===== src/rtl/uart_fifo.sv =====
// UART peripheral with TX/RX FIFOs, optional parity, 1 or 2 stop bits,
// sticky receive error flags and a level interrupt on a simple req/we bus.

// Byte-wide FIFO; pointers carry one extra wrap bit so full and empty
// are told apart by comparing pointers alone.
module uart_fifo_buf #(
    parameter int unsigned DEPTH = 8
) (
    input  logic       clk,
    input  logic       rst_n,
    input  logic       push,
    input  logic [7:0] wdata,
    input  logic       pop,
    output logic [7:0] rdata,
    output logic       full,
    output logic       empty,
    output logic [8:0] count
);
    localparam int unsigned AW = $clog2(DEPTH);

    logic [7:0]  mem [DEPTH];
    logic [AW:0] wptr;
    logic [AW:0] rptr;
    logic [AW:0] diff;

    // Storage and pointer update; the caller guarantees push/pop legality.
    always_ff @(posedge clk or negedge rst_n) begin
        if (!rst_n) begin
            wptr <= '0;
            rptr <= '0;
            // NOTE: the storage array is reset too, so every flop in the block
            // comes out of reset with a defined value.
            for (int i = 0; i < int'(DEPTH); i++) begin
                mem[i] <= '0;
            end
        end else begin
            // NOTE: sequential state uses non-blocking assignments so all
            // flops update together from pre-edge values.
            if (push) begin
                mem[wptr[AW-1:0]] <= wdata;
                wptr              <= wptr + (AW+1)'(1);
            end
            if (pop) begin
                rptr <= rptr + (AW+1)'(1);
            end
        end
    end

    assign rdata = mem[rptr[AW-1:0]];
    assign empty = (wptr == rptr);
    assign full  = (wptr[AW] != rptr[AW]) && (wptr[AW-1:0] == rptr[AW-1:0]);
    assign diff  = wptr - rptr;
    assign count = 9'(diff);
endmodule

module uart_fifo #(
    parameter int unsigned TX_DEPTH    = 8,
    parameter int unsigned RX_DEPTH    = 8,
    parameter logic [31:0] DEFAULT_DIV = 32'h1B8
) (
    input  logic        clk_i,
    input  logic        rst_ni,
    input  logic        req_i,
    input  logic        we_i,
    input  logic [31:0] addr_i,
    input  logic [31:0] data_i,
    output logic [31:0] data_o,
    output logic        tx_pin,
    input  logic        rx_pin,
    output logic        irq_o
);
    localparam logic [7:0] ADDR_CTRL   = 8'h00;
    localparam logic [7:0] ADDR_STATUS = 8'h04;
    localparam logic [7:0] ADDR_BAUD   = 8'h08;
    localparam logic [7:0] ADDR_TXDATA = 8'h0C;
    localparam logic [7:0] ADDR_RXDATA = 8'h10;
    localparam logic [7:0] ADDR_LEVEL  = 8'h14;

    typedef enum logic [2:0] {S_IDLE, S_START, S_DATA, S_PARITY, S_STOP} state_t;

    // Control / configuration
    logic [6:0]  ctrl;
    logic        tx_en, rx_en, par_en, par_odd, stop2, rx_irq_en, tx_irq_en;
    logic [31:0] baud;
    logic [2:0]  flags;      // {frame_err, parity_err, rx_overrun}
    logic [2:0]  flag_set;
    logic [2:0]  flag_clr;

    // Bus decode
    logic [7:0]  addr;
    logic        wr, rd;
    logic        unused_addr;

    // FIFOs
    logic        tx_push, tx_pop, tx_full, tx_empty;
    logic [7:0]  tx_head;
    logic [8:0]  tx_count;
    logic        rx_push, rx_pop, rx_full, rx_empty;
    logic [7:0]  rx_head;
    logic [8:0]  rx_count;

    // TX engine
    state_t      tx_state;
    logic [31:0] tx_cnt;
    logic [2:0]  tx_bit;
    logic [7:0]  tx_shift;
    logic        tx_par;
    logic        tx_stop_two;
    logic        tx_busy;

    // RX engine
    logic        rx_s1, rx_s2, rx_prev;
    state_t      rx_state;
    logic [31:0] rx_cnt;
    logic [2:0]  rx_bit;
    logic [7:0]  rx_shift;
    logic        rx_par;
    logic        rx_fall, stop_hit, par_bad, byte_ok;

    assign tx_en     = ctrl[0];
    assign rx_en     = ctrl[1];
    assign par_en    = ctrl[2];
    assign par_odd   = ctrl[3];
    assign stop2     = ctrl[4];
    assign rx_irq_en = ctrl[5];
    assign tx_irq_en = ctrl[6];

    assign addr        = addr_i[7:0];
    assign wr          = req_i & we_i;
    assign rd          = req_i & ~we_i;
    assign unused_addr = ^addr_i[31:8];

    // A TX write is judged against the pre-edge full flag only.
    assign tx_push = wr && (addr == ADDR_TXDATA) && !tx_full;
    assign tx_pop  = (tx_state == S_IDLE) && tx_en && !tx_empty;
    assign rx_pop  = rd && (addr == ADDR_RXDATA) && !rx_empty;
    assign tx_busy = !tx_empty || (tx_state != S_IDLE);

    uart_fifo_buf #(.DEPTH(TX_DEPTH)) u_tx_fifo (
        .clk   (clk_i),
        .rst_n (rst_ni),
        .push  (tx_push),
        .wdata (data_i[7:0]),
        .pop   (tx_pop),
        .rdata (tx_head),
        .full  (tx_full),
        .empty (tx_empty),
        .count (tx_count)
    );

    uart_fifo_buf #(.DEPTH(RX_DEPTH)) u_rx_fifo (
        .clk   (clk_i),
        .rst_n (rst_ni),
        .push  (rx_push),
        .wdata (rx_shift),
        .pop   (rx_pop),
        .rdata (rx_head),
        .full  (rx_full),
        .empty (rx_empty),
        .count (rx_count)
    );

    // Read mux: combinational, zero unless a read is being presented.
    always_comb begin
        // NOTE: a default on entry keeps every path assigned, so no latch.
        data_o = '0;
        if (rd) begin
            case (addr)
                ADDR_CTRL:   data_o = {25'b0, ctrl};
                ADDR_STATUS: data_o = {26'b0, flags, tx_full, !rx_empty, tx_busy};
                ADDR_BAUD:   data_o = baud;
                ADDR_RXDATA: data_o = rx_empty ? 32'h0 : {24'b0, rx_head};
                ADDR_LEVEL:  data_o = {7'b0, rx_count, 7'b0, tx_count};
                default:     data_o = '0;
            endcase
        end
    end

    // Configuration registers and sticky flags (a new event beats a clear).
    assign flag_clr = (wr && (addr == ADDR_STATUS)) ? data_i[5:3] : 3'b000;

    always_ff @(posedge clk_i or negedge rst_ni) begin
        if (!rst_ni) begin
            ctrl  <= '0;
            baud  <= DEFAULT_DIV;
            flags <= '0;
        end else begin
            if (wr && (addr == ADDR_CTRL)) ctrl <= data_i[6:0];
            if (wr && (addr == ADDR_BAUD)) baud <= data_i;
            flags <= (flags & ~flag_clr) | flag_set;
        end
    end

    // TX frame sequencer; tx_pin is a registered output.
    always_ff @(posedge clk_i or negedge rst_ni) begin
        if (!rst_ni) begin
            tx_state    <= S_IDLE;
            tx_pin      <= 1'b1;
            tx_cnt      <= '0;
            tx_bit      <= '0;
            tx_shift    <= '0;
            tx_par      <= 1'b0;
            tx_stop_two <= 1'b0;
        end else begin
            case (tx_state)
                S_IDLE: begin
                    tx_pin <= 1'b1;
                    if (tx_pop) begin
                        tx_shift <= tx_head;
                        tx_par   <= ^tx_head;
                        tx_cnt   <= baud;
                        tx_pin   <= 1'b0;
                        tx_state <= S_START;
                    end
                end
                S_START: begin
                    if (tx_cnt == 32'd0) begin
                        tx_cnt   <= baud;
                        tx_pin   <= tx_shift[0];
                        tx_bit   <= '0;
                        tx_state <= S_DATA;
                    end else begin
                        tx_cnt <= tx_cnt - 32'd1;
                    end
                end
                S_DATA: begin
                    if (tx_cnt == 32'd0) begin
                        tx_cnt <= baud;
                        if (tx_bit == 3'd7) begin
                            tx_stop_two <= 1'b0;
                            if (par_en) begin
                                tx_pin   <= tx_par ^ par_odd;
                                tx_state <= S_PARITY;
                            end else begin
                                tx_pin   <= 1'b1;
                                tx_state <= S_STOP;
                            end
                        end else begin
                            tx_bit   <= tx_bit + 3'd1;
                            tx_pin   <= tx_shift[1];
                            tx_shift <= {1'b0, tx_shift[7:1]};
                        end
                    end else begin
                        tx_cnt <= tx_cnt - 32'd1;
                    end
                end
                S_PARITY: begin
                    if (tx_cnt == 32'd0) begin
                        tx_cnt   <= baud;
                        tx_pin   <= 1'b1;
                        tx_state <= S_STOP;
                    end else begin
                        tx_cnt <= tx_cnt - 32'd1;
                    end
                end
                S_STOP: begin
                    if (tx_cnt == 32'd0) begin
                        if (stop2 && !tx_stop_two) begin
                            tx_stop_two <= 1'b1;
                            tx_cnt      <= baud;
                        end else begin
                            tx_state <= S_IDLE;
                        end
                    end else begin
                        tx_cnt <= tx_cnt - 32'd1;
                    end
                end
                default: tx_state <= S_IDLE;
            endcase
        end
    end

    // Two-flop synchroniser plus one history flop for start-edge detection.
    always_ff @(posedge clk_i or negedge rst_ni) begin
        if (!rst_ni) begin
            rx_s1   <= 1'b1;
            rx_s2   <= 1'b1;
            rx_prev <= 1'b1;
        end else begin
            rx_s1   <= rx_pin;
            rx_s2   <= rx_s1;
            rx_prev <= rx_s2;
        end
    end

    assign rx_fall  = rx_prev & ~rx_s2;
    assign stop_hit = rx_en && (rx_state == S_STOP) && (rx_cnt == 32'd0);
    assign par_bad  = par_en && (rx_par != (^rx_shift ^ par_odd));
    assign byte_ok  = stop_hit && rx_s2 && !par_bad;
    // A byte may land in a full FIFO when the bus pops in the same cycle.
    assign rx_push  = byte_ok && (!rx_full || rx_pop);
    assign flag_set = {stop_hit && !rx_s2,
                       stop_hit && rx_s2 && par_bad,
                       byte_ok && rx_full && !rx_pop};

    // RX frame sequencer: mid-bit sampling, aborted whenever rx_en drops.
    always_ff @(posedge clk_i or negedge rst_ni) begin
        if (!rst_ni) begin
            rx_state <= S_IDLE;
            rx_cnt   <= '0;
            rx_bit   <= '0;
            rx_shift <= '0;
            rx_par   <= 1'b0;
        end else if (!rx_en) begin
            rx_state <= S_IDLE;
        end else begin
            case (rx_state)
                S_IDLE: begin
                    if (rx_fall) begin
                        rx_cnt   <= baud >> 1;
                        rx_state <= S_START;
                    end
                end
                S_START: begin
                    if (rx_cnt == 32'd0) begin
                        if (rx_s2) begin
                            rx_state <= S_IDLE;
                        end else begin
                            rx_cnt   <= baud;
                            rx_bit   <= '0;
                            rx_state <= S_DATA;
                        end
                    end else begin
                        rx_cnt <= rx_cnt - 32'd1;
                    end
                end
                S_DATA: begin
                    if (rx_cnt == 32'd0) begin
                        rx_shift <= {rx_s2, rx_shift[7:1]};
                        rx_cnt   <= baud;
                        if (rx_bit == 3'd7) begin
                            rx_state <= par_en ? S_PARITY : S_STOP;
                        end else begin
                            rx_bit <= rx_bit + 3'd1;
                        end
                    end else begin
                        rx_cnt <= rx_cnt - 32'd1;
                    end
                end
                S_PARITY: begin
                    if (rx_cnt == 32'd0) begin
                        rx_par   <= rx_s2;
                        rx_cnt   <= baud;
                        rx_state <= S_STOP;
                    end else begin
                        rx_cnt <= rx_cnt - 32'd1;
                    end
                end
                S_STOP: begin
                    if (rx_cnt == 32'd0) begin
                        rx_state <= S_IDLE;
                    end else begin
                        rx_cnt <= rx_cnt - 32'd1;
                    end
                end
                default: rx_state <= S_IDLE;
            endcase
        end
    end

    // Interrupt is registered from flop state only.
    always_ff @(posedge clk_i or negedge rst_ni) begin
        if (!rst_ni) begin
            irq_o <= 1'b0;
        end else begin
            irq_o <= (rx_irq_en && !rx_empty) ||
                     (tx_irq_en && !tx_busy) ||
                     (rx_irq_en && (|flags));
        end
    end
endmodule

===== config.mk =====
export PLATFORM = sky130hd
export DESIGN_NAME = uart_fifo
export DESIGN_NICKNAME = d
export VERILOG_FILES = /design/src/rtl/uart_fifo.sv
export SDC_FILE = /design/constraint.sdc
export NUM_CORES = 1
export LEC_CHECK = 0
export BUFFER_PORTS_ARGS = -buffer_cell sky130_fd_sc_hd__buf_2
export CAP_MARGIN = 20
export CORE_MARGIN = 4
export CORE_UTILIZATION = 55
export DETAILED_ROUTE_END_ITERATION = 8
export GPL_ROUTABILITY_DRIVEN = 0
export GPL_TIMING_DRIVEN = 0
export PLACE_DENSITY_LB_ADDON = 0.08
export SKIP_LAST_GASP = 1
export SLEW_MARGIN = 40
export SYNTH_ARGS = -nofsm -noshare
export SYNTH_HDL_FRONTEND = slang
export SYNTH_SLANG_ARGS = --single-unit
export TNS_END_PERCENT = 10

===== constraint.sdc =====
create_clock -name clk_i -period 7 [get_ports clk_i]
set_input_delay 0.35 -clock clk_i [delete_from_list [all_inputs] [get_ports clk_i]]
set_output_delay 0.35 -clock clk_i [all_outputs]
set_load 0.05 [all_outputs]

# ---- After elaboration in Yosys (flattened, before gate mapping)
# Index checks and enable logic that the tools add are counted.
dict set report word_totals {
  ff_bits 286
  latchBits 0
  ram_bits 0
  romBits 0
  inputBits 69
  elab_cells 254
  n_memories 0
}
dict set report classes {
  n_addsub 10
  mul 0
  div 0
  order_cmp 6
  n_eq_ne 45
  n_shift 0
  mux 70
  n_bitwise 14
  n_reduce_logical 70
}
# operator n
set op_table {}
lappend op_table {{$mux 32} 10}
lappend op_table {{$pmux 32 s5} 1}
lappend op_table {{$bwmux 64} 2}
lappend op_table {{$pmux 32 s4} 1}
lappend op_table {{$pmux 32 s3} 1}
lappend op_table {{$mux 8} 10}
lappend op_table {{$mux 3} 23}
lappend op_table {{$logic_not 32->1} 2}
lappend op_table {{$sub 32x1->32 const B} 2}
lappend op_table {{$bmux 8 s3} 2}
lappend op_table {{$demux 8 s3} 2}
lappend op_table {{$ne 2x2->1 const B} 15}
lappend op_table {{$pmux 3 s5} 2}
lappend op_table {{$logic_and 1x1->1} 27}
lappend op_table {{$ne 3x3->1 const B} 7}
lappend op_table {{$add 4x1->4 const B} 4}
lappend op_table {{$eq 8x4->1 const B} 2}
lappend op_table {{$eq 8x5->1 const B} 2}
lappend op_table {{$ge 4x4->1 const B} 4}
lappend op_table {{$not 3->4} 4}
lappend op_table {{$pmux 8 s2} 1}
lappend op_table {{$reduce_xor 8->1} 2}
lappend op_table {{$eq 3x2->1 const B} 4}
lappend op_table {{$eq 3x3->1 const B} 4}
lappend op_table {{35 further kinds} 81}

# ---- Depth between registers and ports, before layout
dict set report logic_depth {
  word_depth 9
  depth_mapped 12
  mapped_depth_nobuf 8
}

# ---- By module
# A second synthesis with hierarchy kept.
dict set report hier_totals {
  hier_cells 1438
  area_unflattened_um2 15713.8
}
# module instances cells_per_inst area_each_um2 seq_area_each_um2
set modules_own_cells {}
lappend modules_own_cells {uart_fifo 1 969 8785.9 3564.7}
lappend modules_own_cells {{uart_fifo_buf at u_tx_fifo} 1 236 3472.1 1801.7}
lappend modules_own_cells {{uart_fifo_buf at u_rx_fifo} 1 233 3455.8 1801.7}

# ---- Worst setup path after synthesis
# OpenSTA, ideal clock, no wires.
dict set report synth_path {
  path_type {reg-to-reg}
  startpoint {register rx_cnt[4]}
  endpoint {register u_rx_fifo.mem[32] in the netlist's numbering}
  setup_time_ns 0.125
  t_arrival_ns 3.270
  t_required_ns 6.875
  path_slack_ns 3.606
  stages_incl_launch_ff 10
  synth_period_minus_slack_ns 3.394
  path_cell_list {dfrtp_1 buf_2 or4_1 buf_2 or4_4 or3_4 a2111oi_2 buf_4 nor4b_4 mux2_2}
}
dict set report synth_via {
  elab_chain_cells 5
}
# item line_no
set synth_lines {}
lappend synth_lines {{start: declaration} 114} ;# logic [31:0] rx_cnt;
lappend synth_lines {{start signal: assignment} 310} ;# rx_cnt <= baud >> 1;
lappend synth_lines {{start signal: assignment} 319} ;# rx_cnt <= baud;
lappend synth_lines {{start signal: assignment} 324} ;# rx_cnt <= rx_cnt - 32'd1;
lappend synth_lines {{$logic_not 32->1} 287} ;# assign stop_hit = rx_en && (rx_state == S_STOP) && (rx_cnt == 32'd0);
lappend synth_lines {{$logic_and 1x1->1} 287}
lappend synth_lines {{$logic_and 1x1->1 (2 in series)} 289} ;# assign byte_ok = stop_hit && rx_s2 && !par_bad;
lappend synth_lines {{$logic_and 1x1->1} 291} ;# assign rx_push = byte_ok && (!rx_full || rx_pop);
lappend synth_lines {{end signal: indexed assignment} 40} ;# mem[wptr[AW-1:0]] <= wdata;
lappend synth_lines {{end: declaration} 21} ;# logic [7:0] mem [DEPTH];
# No other way between the ends.
# A chain may end at the register's enable or synchronous reset.

# ---- Worst setup path after layout
dict set report layout_path {
  startpoint {register u_tx_fifo.rptr[2]}
  endpoint {output data_o[0]}
}
dict set report layout_via {
  elab_chain_cells 5
}
# item line_no
set layout_lines {}
lappend layout_lines {{start: declaration} 23} ;# logic [AW:0] rptr;
lappend layout_lines {{start signal: assignment} 44} ;# rptr <= rptr + (AW+1)'(1);
lappend layout_lines {{$eq 4x4->1} 50} ;# assign empty = (wptr == rptr);
lappend layout_lines {{$logic_not 1->1} 137} ;# assign tx_busy = !tx_empty || (tx_state != S_IDLE);
lappend layout_lines {{$logic_or 1x1->1} 137}
lappend layout_lines {{$pmux 32 s5} 168} ;# case (addr)
lappend layout_lines {{$mux 32} 167} ;# if (rd) begin
lappend layout_lines {{end: declaration} 67} ;# output logic [31:0] data_o,
# No other way between the ends.

==> qor.tcl <==
set qor(swShare) 0.3443
set qor(synth.ff_latch_count) 286
set qor(num-fill-cells) 2229
set qor(worst_hold_path_type) {input pin to flip-flop}
set qor(total_congestion_overflow) 0
set qor(p_leak_nw) 8.094
set qor(synth_area_sq_mm) 0.01532
set qor(async_flop_share) 1.000
set qor(floorplan.die_area_sq_mm) 0.03059
set qor(cts-resized-gates) 0
set qor(power_switching_mw) 1.628
set qor(grt_usage) 0.2705
set qor(power_frac_comb) 0.259
set qor(finalCriticalPeriod_ns) 4.462
set qor(final-hold-violation-count) 0
set qor(synth_edf_count) 0
set qor(detail_route.first_pass.iterations) 5
set qor(grt_first_pass_wirelength_um) 66330
set qor(max-cap-violations) 0
set qor(drt_drc_violations_left) 0
set qor(postSynthNetCount) 1509
set qor(internal_power_mw) 3.101
set qor(cp.required_ns) 6.65
set qor(max_slew.worst_pin.slew_ns) 0.8887
set qor(yosysWarningCount) 0
set qor(rows) 60
set qor(core_area_sq_mm) 0.02718
set qor(cts_root_buf) {sky130_fd_sc_hd__clkbuf_16}
set qor(dp_slack_ns) 2.777
set qor(post_cts_buffers) 0
set qor(routed_wl_um) 41960
set qor(initial_antenna_violation_count) 1
set qor(count_of_pins_over_their_slew_limit) 0
set qor(setup_slack_ns) 2.538
set qor(period_share) 0.6374
set qor(cts_inserted_buffers) 31
set qor(netlist-cell-type-count) 74
set qor(die_width_um) 174.9
set qor(htree_levels) 1
set qor(netlist_instances) 1420
set qor(dr.first_iter.drc_count) 1095
set qor(power.share.sequential) 0.397
set qor(endpoint_kind) {primary output}
set qor(postRouteAntennaNets) 0
set qor(power_density_mw_per_mm2) 271.0
set qor(cts_num_sinks) 286
set qor(number_of_global_route_vias_before_repair) 11930
set qor(slew_headroom) 0.4021
set qor(clk_transition_reported_paths_ns) 0.06
set qor(cp-start-kind) {flip-flop}
set qor(place_inst) 1870
set qor(area_after_detailed_placement_sq_mm) 0.01630
set qor(critical_path.max_fanout) 10
set qor(run_status) {completed}
set qor(final-setup-viol-count) 0
set qor(grt_setup_unrepaired) {false}
set qor(area_delta_synth_final_pct) 13.90
set qor(die_height_um) 174.9
set qor(tns_setup_ns) 0
set qor(reg2reg_slack_ns) 2.91
set qor(grt_start_max_net_pins) 75
set qor(syn_avg_cell_area_sq_um) 10.79
set qor(drt-vias-per-instance) 6.244
set qor(worstSetupPathType) {flip-flop to primary output}
set qor(place.port_buffers) 74
set qor(final_common_cell) {sky130_fd_sc_hd__dfrtp_1}
set qor(most_frequent_cells_in_the_layout) {sky130_fd_sc_hd__dfrtp_1 (277), sky130_fd_sc_hd__mux2_2 (181), sky130_fd_sc_hd__nand2_1 (107)}
set qor(initial_core_util) 0.5638
set qor(timing.critical_path.arrival_ns) 4.11
set qor(tritoncts) {done}
set qor(max_freq_mhz) 224.1
set qor(timing.hold.ws_ns) 0.01215
set qor(cts-hold-fix-buffers) 9
set qor(stdcell_area_sq_mm) 0.01745
set qor(design.final.nets) 1630
set qor(ios) 103
set qor(prevailing_post_synth_register_cell) {sky130_fd_sc_hd__dfrtp_1}
set qor(finish.cell_count_without_fillers) 1938
set qor(max_clock_skew_ns) 0.01236
set qor(insertion_delay_of_the_later_clocked_pin_in_the_worst_skew_pair_ns) 0.57
set qor(clock_path_buffers) 3
set qor(n_antenna_cell) 0
set qor(synth_seq_area_share) 0.4679
set qor(avgRoutedWirePerCell_um) 21.65
set qor(final_layout_size_suffix_gt1_frac) 0.2433
set qor(dp_hpwl_um) 29380
set qor(routed-via-count) 12100
set qor(vdd_drop_max_uv) 211.5
set qor(p_clk_frac) 0.345
[worst max-delay path, cell delays in order, from the launching register on]
cell and delay (ns):
sky130_fd_sc_hd__dfrtp_1 0.32, sky130_fd_sc_hd__clkbuf_1 0.56, sky130_fd_sc_hd__clkbuf_1 0.61, sky130_fd_sc_hd__inv_1 0.13
sky130_fd_sc_hd__ha_1 0.37, sky130_fd_sc_hd__nand3_1 0.14, sky130_fd_sc_hd__or4_1 0.55, sky130_fd_sc_hd__o2111ai_1 0.22
sky130_fd_sc_hd__o21ai_0 0.12, sky130_fd_sc_hd__a21oi_1 0.22, sky130_fd_sc_hd__nor2_1 0.08, sky130_fd_sc_hd__buf_2 0.23
[path summary, 6_finish.rpt]
kind | startpoint | to | cells past startpoint
worst max-delay path | u_tx_fifo.rptr[2] | data_o[0] | 11
max in group asynchronous | rst_ni | baud[7] | 4
worst min register to register | rx_s1 | rx_s2 | 0
min in group asynchronous | rst_ni | rx_cnt[12] | 2
worst min-delay path | data_i[13] | baud[13] | 2
worst max register to register | u_rx_fifo.rptr[1] | u_rx_fifo.mem[51] | 11
[cells in the mapped netlist (all sizes together) (17+ instances only)]
cell     instances  area [sq um]
nand3           35         175.2
nor4            24         150.1
nor3            37         185.2
a21oi           80         400.4
o2bb2ai         17         148.9
and2            27         168.9
inv             31         116.4
a22oi           26         195.2
xnor2           25         219.0
nand2          107         401.6
o21ai           99         495.5
mux2i           20         200.2
ha              18         225.2
clkbuf          83         311.6
mux4            32         720.7
nor2            75         281.5
a22o            19         166.4
mux2           181          2038
dfrtp          277          6932
[area by class of cell]
class                   count  area, sq um  area share
multi-input cells        1006         7715      0.4421
flip-flops and latches    286         7168      0.4108
plain buffers              95        370.4     0.02122
inverters                  33        123.9    0.007098
clock buffers              43        870.8     0.04990
clock inverters            15        146.4    0.008389
well taps                 372        465.4     0.02667
repair buffers             88        590.6     0.03384
[state kept, by name, summed over array words and instances (netlist names), 4 cells and up]
register,flops
u_rx_fifo.wptr,4
u_rx_fifo.rptr,4
rx_cnt,32
tx_cnt,32
baud,32
tx_shift,8
u_tx_fifo.wptr,4
u_tx_fifo.mem,64
u_rx_fifo.mem,64
rx_shift,8
ctrl,7
u_tx_fifo.rptr,4
[per-layer routing]
layer  share of wire  up-vias  track usage
li1                -     5509            -
met3           0.058      149      0.03202
met2            0.47      459       0.4360
met1            0.42     5984       0.3698
met5               0        -            0
met4           0.053        0       0.1267
[power groups by stage]
stage          registers [mW]  clock network [mW]  logic [mW]
2_1_floorplan            1.87                   0       0.826
3_3_place_gp             1.90                   0        1.17
3_5_place_dp             1.90                   0        1.19
4_1_cts                  1.87                1.66        1.20
5_1_grt                  1.89                1.74        1.35
6_report                 1.88                1.63        1.22
[logic make-up after synthesis]
| kind of cell | count (synthesis) | share of synthesized area |
|---|---|---|
| xor gates and xnor gates | 36 | 0.02327 |
| DFF | 286 | 0.4679 |
| buffers and inverters | 128 | 0.03193 |
| muxes | 233 | 0.1931 |
| adders and majority gates | 20 | 0.01731 |
| AOI/OAI and AO/OA | 329 | 0.1367 |
| and+or+nand+nor | 388 | 0.1298 |
[through the flow]
stage | util | power [mW]
final | 0.6421 | 4.728
after global routing | 0.6421 | 4.985
after CTS | 0.6407 | 4.731
after detailed placement | 0.5999 | 3.089
after global placement | 0.5945 | 3.063
after floorplan | - | 2.700
Note: power is estimated with default switching activity, not from simulation.
